===== src/rtl/axis_outbuf_pkg.sv =====
// Shared definitions for the axis_outbuf writer and reader sides: bank count,
// bank-select width and the reader state encoding.
package axis_outbuf_pkg;

    localparam int NUM_BANKS  = 4;
    localparam int BANK_SEL_W = 2;

    typedef enum logic [1:0] {
        IDLE   = 2'd0,
        STREAM = 2'd1,
        DRAIN  = 2'd2
    } rd_state_t;

    function automatic logic [NUM_BANKS-1:0] bank_onehot(input logic [BANK_SEL_W-1:0] sel);
        logic [NUM_BANKS-1:0] oh;
        oh      = '0;
        oh[sel] = 1'b1;
        return oh;
    endfunction

endpackage


===== src/rtl/axis_skid_fifo2.sv =====
// Two-entry FIFO holding {tuser, tlast, tdata} beats between the buffer read
// port and the AXI-stream output. Push into a full FIFO is only accepted with a pop.
module axis_skid_fifo2 #(
    parameter int WIDTH = 26
) (
    input  logic             clk,
    input  logic             rst_n,
    input  logic             push,
    input  logic [WIDTH-1:0] push_data,
    input  logic             pop,
    output logic [WIDTH-1:0] head_data,
    output logic [1:0]       count,
    output logic             full,
    output logic             empty
);

    logic [WIDTH-1:0] mem_reg [2];
    logic             wr_ptr_reg;
    logic             rd_ptr_reg;
    logic [1:0]       count_reg;
    logic             do_push;
    logic             do_pop;

    assign full    = (count_reg == 2'd2);
    assign empty   = (count_reg == 2'd0);
    assign do_pop  = pop && !empty;
    assign do_push = push && (!full || do_pop);

    for (genvar gi = 0; gi < 2; gi++) begin : g_entry
        always_ff @(posedge clk or negedge rst_n) begin
            if (!rst_n) begin
                mem_reg[gi] <= '0;
            end else if (do_push && (wr_ptr_reg == 1'(gi))) begin
                mem_reg[gi] <= push_data;
            end
        end
    end

    always_ff @(posedge clk or negedge rst_n) begin
        if (!rst_n) begin
            wr_ptr_reg <= 1'b0;
            rd_ptr_reg <= 1'b0;
            count_reg  <= 2'd0;
        end else begin
            if (do_push) wr_ptr_reg <= ~wr_ptr_reg;
            if (do_pop)  rd_ptr_reg <= ~rd_ptr_reg;
            count_reg <= count_reg + {1'b0, do_push} - {1'b0, do_pop};
        end
    end

    assign head_data = mem_reg[rd_ptr_reg];
    assign count     = count_reg;

endmodule


===== src/rtl/axis_outbuf_reader.sv =====
// Drains the 4-bank output buffer round-robin onto an AXI-stream master port.
// Optional stall counter enabled by defining AXIS_OUTBUF_RD_PERF_EN.
module axis_outbuf_reader
    import axis_outbuf_pkg::*;
#(
    parameter int DATA_WIDTH  = 24,
    parameter int ADDR_WIDTH  = 32,
    parameter int DEPTH       = 32,
    parameter int LINE_LEN    = 32,
    parameter int FRAME_LINES = 4
) (
    input  logic                  clk,
    input  logic                  rst_n,
    input  logic [NUM_BANKS-1:0]  bank_full,
    output logic [NUM_BANKS-1:0]  bank_release,
    output logic [ADDR_WIDTH-1:0] raddr,
    output logic [BANK_SEL_W-1:0] rcs,
    output logic                  re,
    input  logic [DATA_WIDTH-1:0] rdout,
    output logic [DATA_WIDTH-1:0] m_axis_tdata,
    output logic                  m_axis_tvalid,
    input  logic                  m_axis_tready,
    output logic                  m_axis_tlast,
    output logic                  m_axis_tuser,
    output logic [31:0]           stall_cnt
);

    localparam int PTR_W = $clog2(DEPTH + 1);
    localparam int LC_W  = (FRAME_LINES > 1) ? $clog2(FRAME_LINES) : 1;
    localparam int FW    = DATA_WIDTH + 2;
    localparam logic [PTR_W-1:0] LINE_END  = PTR_W'(LINE_LEN);
    localparam logic [PTR_W-1:0] LAST_IDX  = PTR_W'(LINE_LEN - 1);
    localparam logic [LC_W-1:0]  LAST_LINE = LC_W'(FRAME_LINES - 1);

    rd_state_t             state_reg, state_next;
    logic [BANK_SEL_W-1:0] cur_bank_reg, cur_bank_next, bank_after;
    logic [PTR_W-1:0]      rd_ptr_reg, rd_ptr_next;
    logic [LC_W-1:0]       line_cnt_reg, line_cnt_next;
    logic [NUM_BANKS-1:0]  bank_release_reg, bank_release_next;
    logic                  inflight_reg, infl_last_reg, infl_user_reg;
    logic                  re_c, line_end_c, pop, credit_ok;

    logic [FW-1:0] fifo_head;
    logic [1:0]    fifo_count;
    logic          fifo_full, fifo_empty;

    axis_skid_fifo2 #(.WIDTH(FW)) u_fifo (
        .clk       (clk),
        .rst_n     (rst_n),
        .push      (inflight_reg),
        .push_data ({infl_user_reg, infl_last_reg, rdout}),
        .pop       (pop),
        .head_data (fifo_head),
        .count     (fifo_count),
        .full      (fifo_full),
        .empty     (fifo_empty)
    );

    assign m_axis_tvalid = !fifo_empty;
    assign m_axis_tdata  = fifo_head[DATA_WIDTH-1:0];
    assign m_axis_tlast  = fifo_head[DATA_WIDTH];
    assign m_axis_tuser  = fifo_head[DATA_WIDTH+1];
    assign pop           = m_axis_tvalid && m_axis_tready;
    assign bank_after    = cur_bank_reg + BANK_SEL_W'(1);

    // Issue a read while fifo_count + inflight stays below 2, counting the slot
    // freed by a same-cycle pop so a ready sink sees one pixel per cycle.
    assign credit_ok = fifo_full ? pop : (fifo_empty || !inflight_reg || pop);

    always_comb begin
        state_next        = state_reg;
        cur_bank_next     = cur_bank_reg;
        rd_ptr_next       = rd_ptr_reg;
        line_cnt_next     = line_cnt_reg;
        bank_release_next = '0;
        re_c              = 1'b0;
        line_end_c        = 1'b0;
        case (state_reg)
            IDLE: begin
                if (bank_full[cur_bank_reg]) state_next = STREAM;
            end
            STREAM: begin
                if (credit_ok && (rd_ptr_reg < LINE_END)) begin
                    re_c        = 1'b1;
                    rd_ptr_next = rd_ptr_reg + PTR_W'(1);
                    if (rd_ptr_reg == LAST_IDX) state_next = DRAIN;
                end
            end
            DRAIN: begin
                // The tlast beat is the only one left; the line ends on its handshake edge.
                if (pop && m_axis_tlast && (fifo_count == 2'd1) && !inflight_reg)
                    line_end_c = 1'b1;
            end
            default: state_next = IDLE;
        endcase
        if (line_end_c) begin
            bank_release_next = bank_onehot(cur_bank_reg);
            cur_bank_next     = bank_after;
            rd_ptr_next       = '0;
            line_cnt_next     = (line_cnt_reg == LAST_LINE) ? '0 : line_cnt_reg + LC_W'(1);
            state_next        = bank_full[bank_after] ? STREAM : IDLE;
        end
    end

    always_ff @(posedge clk or negedge rst_n) begin
        if (!rst_n) begin
            state_reg        <= IDLE;
            cur_bank_reg     <= '0;
            rd_ptr_reg       <= '0;
            line_cnt_reg     <= '0;
            bank_release_reg <= '0;
            inflight_reg     <= 1'b0;
            infl_last_reg    <= 1'b0;
            infl_user_reg    <= 1'b0;
        end else begin
            state_reg        <= state_next;
            cur_bank_reg     <= cur_bank_next;
            rd_ptr_reg       <= rd_ptr_next;
            line_cnt_reg     <= line_cnt_next;
            bank_release_reg <= bank_release_next;
            inflight_reg     <= re_c;
            if (re_c) begin
                infl_last_reg <= (rd_ptr_reg == LAST_IDX);
                infl_user_reg <= (rd_ptr_reg == '0) && (line_cnt_reg == '0);
            end
        end
    end

    assign re           = re_c;
    assign raddr        = ADDR_WIDTH'(rd_ptr_reg);
    assign rcs          = cur_bank_reg;
    assign bank_release = bank_release_reg;

`ifdef AXIS_OUTBUF_RD_PERF_EN
    logic [31:0] stall_cnt_reg;

    always_ff @(posedge clk or negedge rst_n) begin
        if (!rst_n) begin
            stall_cnt_reg <= '0;
        end else if (m_axis_tvalid && !m_axis_tready && (stall_cnt_reg != '1)) begin
            stall_cnt_reg <= stall_cnt_reg + 32'd1;
        end
    end

    assign stall_cnt = stall_cnt_reg;
`else
    assign stall_cnt = '0;
`endif

endmodule


===== config.mk =====
export PLATFORM = sky130hd
export DESIGN_NAME = axis_outbuf_reader
export DESIGN_NICKNAME = d
export VERILOG_FILES = /design/src/rtl/axis_outbuf_pkg.sv /design/src/rtl/axis_skid_fifo2.sv /design/src/rtl/axis_outbuf_reader.sv
export SDC_FILE = /design/constraint.sdc
export NUM_CORES = 1
export LEC_CHECK = 0
export ABC_AREA = 1
export BUFFER_PORTS_ARGS = -buffer_cell sky130_fd_sc_hd__clkbuf_2
export CORE_AREA = 3 3 94 96
export DETAILED_ROUTE_END_ITERATION = 6
export DIE_AREA = 0 0 97 99
export PLACE_DENSITY = 0.78
export SLEW_MARGIN = 20
export SYNTH_ARGS = -nofsm -noshare
export SYNTH_HDL_FRONTEND = slang
export SYNTH_SLANG_ARGS = --single-unit

===== constraint.sdc =====
create_clock -name clk -period 2 [get_ports clk]
set_input_delay 0.3 -clock clk [delete_from_list [all_inputs] [get_ports clk]]
set_output_delay 0.3 -clock clk [all_outputs]
set_load 0.02 [all_outputs]

### Word level (Yosys, flattened, before mapping)

Cells that the tools add are included.
Widths: inputs -> output; s select.

* register bits after elaboration: 75
* output and inout port bits: 98
* word-level logic and storage cells: 86

* $add $sub $neg: 5
* order comparisons: 5
* equal/unequal tests: 10
* muxes and demuxes: 25
* bitwise gates (word level): 3
* reductions and logical operators: 25

Operators by type and width (number)
* $mux 26: 3
* $mux 6: 3
* $logic_and 1x1->1: 11
* $mux 2: 5
* $mux 1: 9
* $ne 3x3->1 const B: 3
* $add 6x1->6 const B: 1
* $eq 2x2->1 const B: 3
* $eq 6x5->1 const B: 1
* $logic_not 2->1: 3
* $logic_not 6->1: 1
* $lt 2x3->1 const B: 2
* $lt 6x6->1 const B: 1
* $pmux 2 s3: 1
* $add 2x1->2 const B: 2
* $bmux 1 s2: 2
* $eq 2x1->1 const B: 2
* $mux 4: 1
* $reduce_and 4->1: 1
* $reduce_bool 2->1: 2
* $logic_not 1->1: 3
* $logic_or 1x1->1: 3
* $add 2x1->2: 1
* $demux 1 s2: 1
* other kinds (7): 8

### Longest topological paths before layout

* word-level depth: 11
* depth in mapped cells: 9

### By module

Synthesis repeated with hierarchy kept, for this count alone.

* cells, all modules: 532
* area, all modules: 4222.8 um^2

Modules (own cells, without submodules)
* axis_skid_fifo2: instances 1, cells each 342, area each 2715.1 um^2, seq. area each 1401.3 um^2
* axis_outbuf_reader: instances 1, cells each 190, area each 1507.7 um^2, seq. area each 475.5 um^2

### Least setup slack after synthesis

OpenSTA, ideal clock, no wires.

* path type: register to register
* start: register u_fifo.count_reg[1] (netlist: u_fifo.count[1])
* end: register u_fifo.count_reg[1] (netlist: u_fifo.count[1])
* library setup time: 0.129 ns
* data arrival time: 1.539 ns
* required time: 1.871 ns
* path slack: 0.333 ns
* cell stages (with the launch flop): 10
* buffers on the path: 0
* cell sequence: dfrtp_1 > inv_1 > nand2_1 > nand2_1 > inv_1 > ha_1 > inv_1 > ha_1 > xnor2_1 > xor2_1

* longest elaborated chain between the ends: 8

Ends and longest elaborated chain
* start, declared: line axis_skid_fifo2.sv:20 `logic [1:0] count_reg;`
* start signal, assigned: line axis_skid_fifo2.sv:47 `count_reg <= count_reg + {1'b0, do_push} - {1'b0, do_pop};`
* $logic_not 2->1 *: line axis_skid_fifo2.sv:25 `assign empty = (count_reg == 2'd0);`
* $logic_not 1->1 *: line axis_outbuf_reader.sv:59 `assign m_axis_tvalid = !fifo_empty;`
* named net m_axis_tvalid: line axis_outbuf_reader.sv:21 `output logic m_axis_tvalid,`
* $logic_and 1x1->1: line axis_outbuf_reader.sv:63 `assign pop = m_axis_tvalid && m_axis_tready;`
* $logic_and 1x1->1 *: line axis_skid_fifo2.sv:26 `assign do_pop = pop && !empty;`
* $logic_or 1x1->1: line axis_skid_fifo2.sv:27 `assign do_push = push && (!full || do_pop);`
* $logic_and 1x1->1: line axis_skid_fifo2.sv:27
* $add 2x1->2: line axis_skid_fifo2.sv:47
* $sub 2x1->2 *: line axis_skid_fifo2.sv:47

Mark *: on every way through the listed nets, which the timed path passes. The rest lies on a longest branch.
A chain may end at the register's enable or synchronous reset.

### Worst setup path in the final report

* start: register u_fifo.rd_ptr_reg
* end: output m_axis_tdata[14]

* longest elaborated chain between the ends: 4

Ends and longest elaborated chain
* start, declared: line axis_skid_fifo2.sv:19 `logic rd_ptr_reg;`
* start signal, assigned: line axis_skid_fifo2.sv:46 `if (do_pop) rd_ptr_reg <= ~rd_ptr_reg;`
* $not 1->2 (not written as such): line axis_skid_fifo2.sv:51 `assign head_data = mem_reg[rd_ptr_reg];`
* $mux 26 (not written as such) (3 in series): line axis_skid_fifo2.sv:51
* end, declared: line axis_outbuf_reader.sv:20 `output logic [DATA_WIDTH-1:0] m_axis_tdata,`

Every way passes these cells. The select of a mux whose other input is x is not followed.

==> metrics.cfg <==
[global_routing]
grt_max_degree = 54
grt_pass1_vias = 2996
grt-ovfl-total = 0
grt_pass1_wl_microns = 13100
antenna_found_initial = 0
grtUsageTotal_pct = 16.7

[final_layout]
diodes = 0
final_common_cell = nand2_1
utilization_pct = 55.1
syn_to_final_growth_pct = 10.4
fin_area_sq_um = 4480
nets = 603
largest_reg_flops = 52
stdcell_count = 671
drive_gt1_share_pct = 21.7
layout_common_cells = nand2_1, dfrtp_1, clkbuf_2

[setup_path]
reg2regPathDepth = 9
path_max_fanout = 19
endpoint = m_axis_tdata[14]
r2r-start = u_fifo.count[1]
crit_type = reg2out
cp-start-kind = register
startpoint = u_fifo.rd_ptr_reg
critPathRequiredTime_ns = 1.70
crit_path_end_kind = primary output
rr_endpoint = u_fifo.count[1]
reg2reg_slack_ns = 0.29
crit_arrival_ns = 1.57

[synth]
synth_area_leaders = dfrtp_1, nand2_1, buf_4, o21ai_2, inv_1
yosys_warnings = 0
synth_seq_cells = 75
yosysSeqAreaShare_pct = 46.3
synth_top_area_share_pct = 46.3
netlist_area_sq_um = 4060
netlist_instances = 493
synth_top_area_cell = dfrtp_1
ys_types = 25
avgSynthCellArea_sq_um = 8.23

[power_and_ir_drop]
p_leak_nw = 2.60
powerDensity_nw_per_um2 = 748
peakVddDrop_mv = 0.562

[detailed_routing]
vias = 3029
vias_per_cell = 4.51
initialDrtViolationCount = 109
antenna_left = 0
routed_wl_microns = 7750
dr.pass1.iters = 5
wire_per_inst_microns = 11.6
drc_errors = 0

[clock_network]
clock-sinks = 75
cts_max_level = 3
cts_buffers = 9
clockBufferDepth = 2
cts_tree = built
clkSlewWorstSetupHoldPaths_ns = 0.07
insertion_delay_ns = 0.34
cts_root_buf = clkbuf_8

[placed_design]
placed_area_sq_um = 4280
gp_congestion = 0.856
dpl.hpwl_microns = 5600
io_buffers = 70
dp.cells = 655

[sta]
slew_headroom_pct = 66.0
finalHoldViolCount = 0
slew_violations = 0
skew_ns = 0.00358
setup_tns_ns = 0
tightest_slew_ns = 0.510
fmax_ghz = 0.536
setup_violations = 0
timing.hold.ws_ns = 0.198
rsz0062_at_grt = false
fin_crit_ns = 1.87
period_share_pct = 93.3

[floorplanning]
coreArea_sq_um = 8130
rows = 33
fp.dieW_microns = 97
dieHeight_microns = 99
io_pins = 129
initial_core_util_pct = 49.9
dieArea_sq_um = 9600

[run]
max-cap-violations = 0

[min_path]
worstHoldPathType = in2reg

[status]
status = completed

[final cells by class]
| cell class | instances | area (sq um) |
|---|---|---|
| clock inverter | 2 | 35.0 |
| multi-input combinational | 341 | 1620 |
| tap | 105 | 131 |
| inverter | 58 | 218 |
| sequential | 75 | 1880 |
| clock buffer | 13 | 159 |
| timing repair buffer | 77 | 445 |
| fill | 743 | 3650 |
[per-stage QoR]
stage / power (mW) / setup WS (ns)
floorplan: 2.09 / 0.333
global placement: 2.20 / 0.429
detailed placement: 2.22 / 0.310
CTS: 3.39 / 0.0881
global route: 3.53 / 0.000693
finish: 3.35 / 0.135
[cell families (layout without fill, tap and decap cells)]
logic type / after synthesis / in the layout / share of synthesized area [%]
fa+ha+maj: 10 / 10 / 3.08
simple gates: 204 / 204 / 20.0
compound gates: 64 / 64 / 10.3
other cells: 1 / 58 / 0.0924
buf+inv: 134 / 150 / 19.2
xor+xnor: 5 / 5 / 1.08
flops: 75 / 75 / 46.3
[power by group]
part	internal [mW]	total (mW)	switching [mW]
combinational	0.148	0.610	0.462
clock	0.638	1.16	0.522
sequential	1.55	1.58	0.0325
[cell usage after synthesis (all sizes together)]
| cell | count |
|---|---|
| xor2 | 4 |
| nand3b | 1 |
| a21oi | 4 |
| nand3 | 18 |
| dfrtp | 75 |
| conb | 1 |
| clkbuf | 4 |
| nor3 | 1 |
| inv | 58 |
| nand4 | 1 |
| nand2 | 165 |
| o21ai | 60 |
| ha | 10 |
| xnor2 | 1 |
| buf | 72 |
| nor2 | 17 |
| or2 | 1 |
[worst max-delay path: stages (launching register included)]
cell and delay (ns):
dfrtp_1 0.41, inv_2 0.16, buf_4 0.30, nand2_1 0.09, nand2_1 0.09, clkbuf_2 0.17
[how the worst min path moves through the flow]
stage                               endpoint     start  slack [ns]  cells past startpoint
after detailed placement  u_fifo.mem_reg[41]     rst_n        0.32                      1
after global routing      u_fifo.mem_reg[26]  rdout[0]        0.20                      3
after floorplan              bank_release[0]     rst_n       0.004                      0
after CTS                 u_fifo.mem_reg[31]  rdout[5]        0.19                      3
after global placement    u_fifo.mem_reg[15]     rst_n        0.30                      1
final                     u_fifo.mem_reg[31]  rdout[5]        0.20                      3
[routing by layer]
layer	part of all wire (%)	vias to the layer above	global-route usage, %
li1	-	1527	-
met1	46	1405	20.7
met2	48	87	28.6
met3	5.2	10	3.75
met4	1.1	0	6.37
met5	0	-	0
[what timing repair did]
action	4_1_cts	5_1_grt
buffers inserted	0	0
setup endpoints to repair	0	1
hold buffers	1	0
gates resized for setup	0	1
endpoints found under the hold margin	37	0
Note: power is estimated with default switching activity, not from simulation.
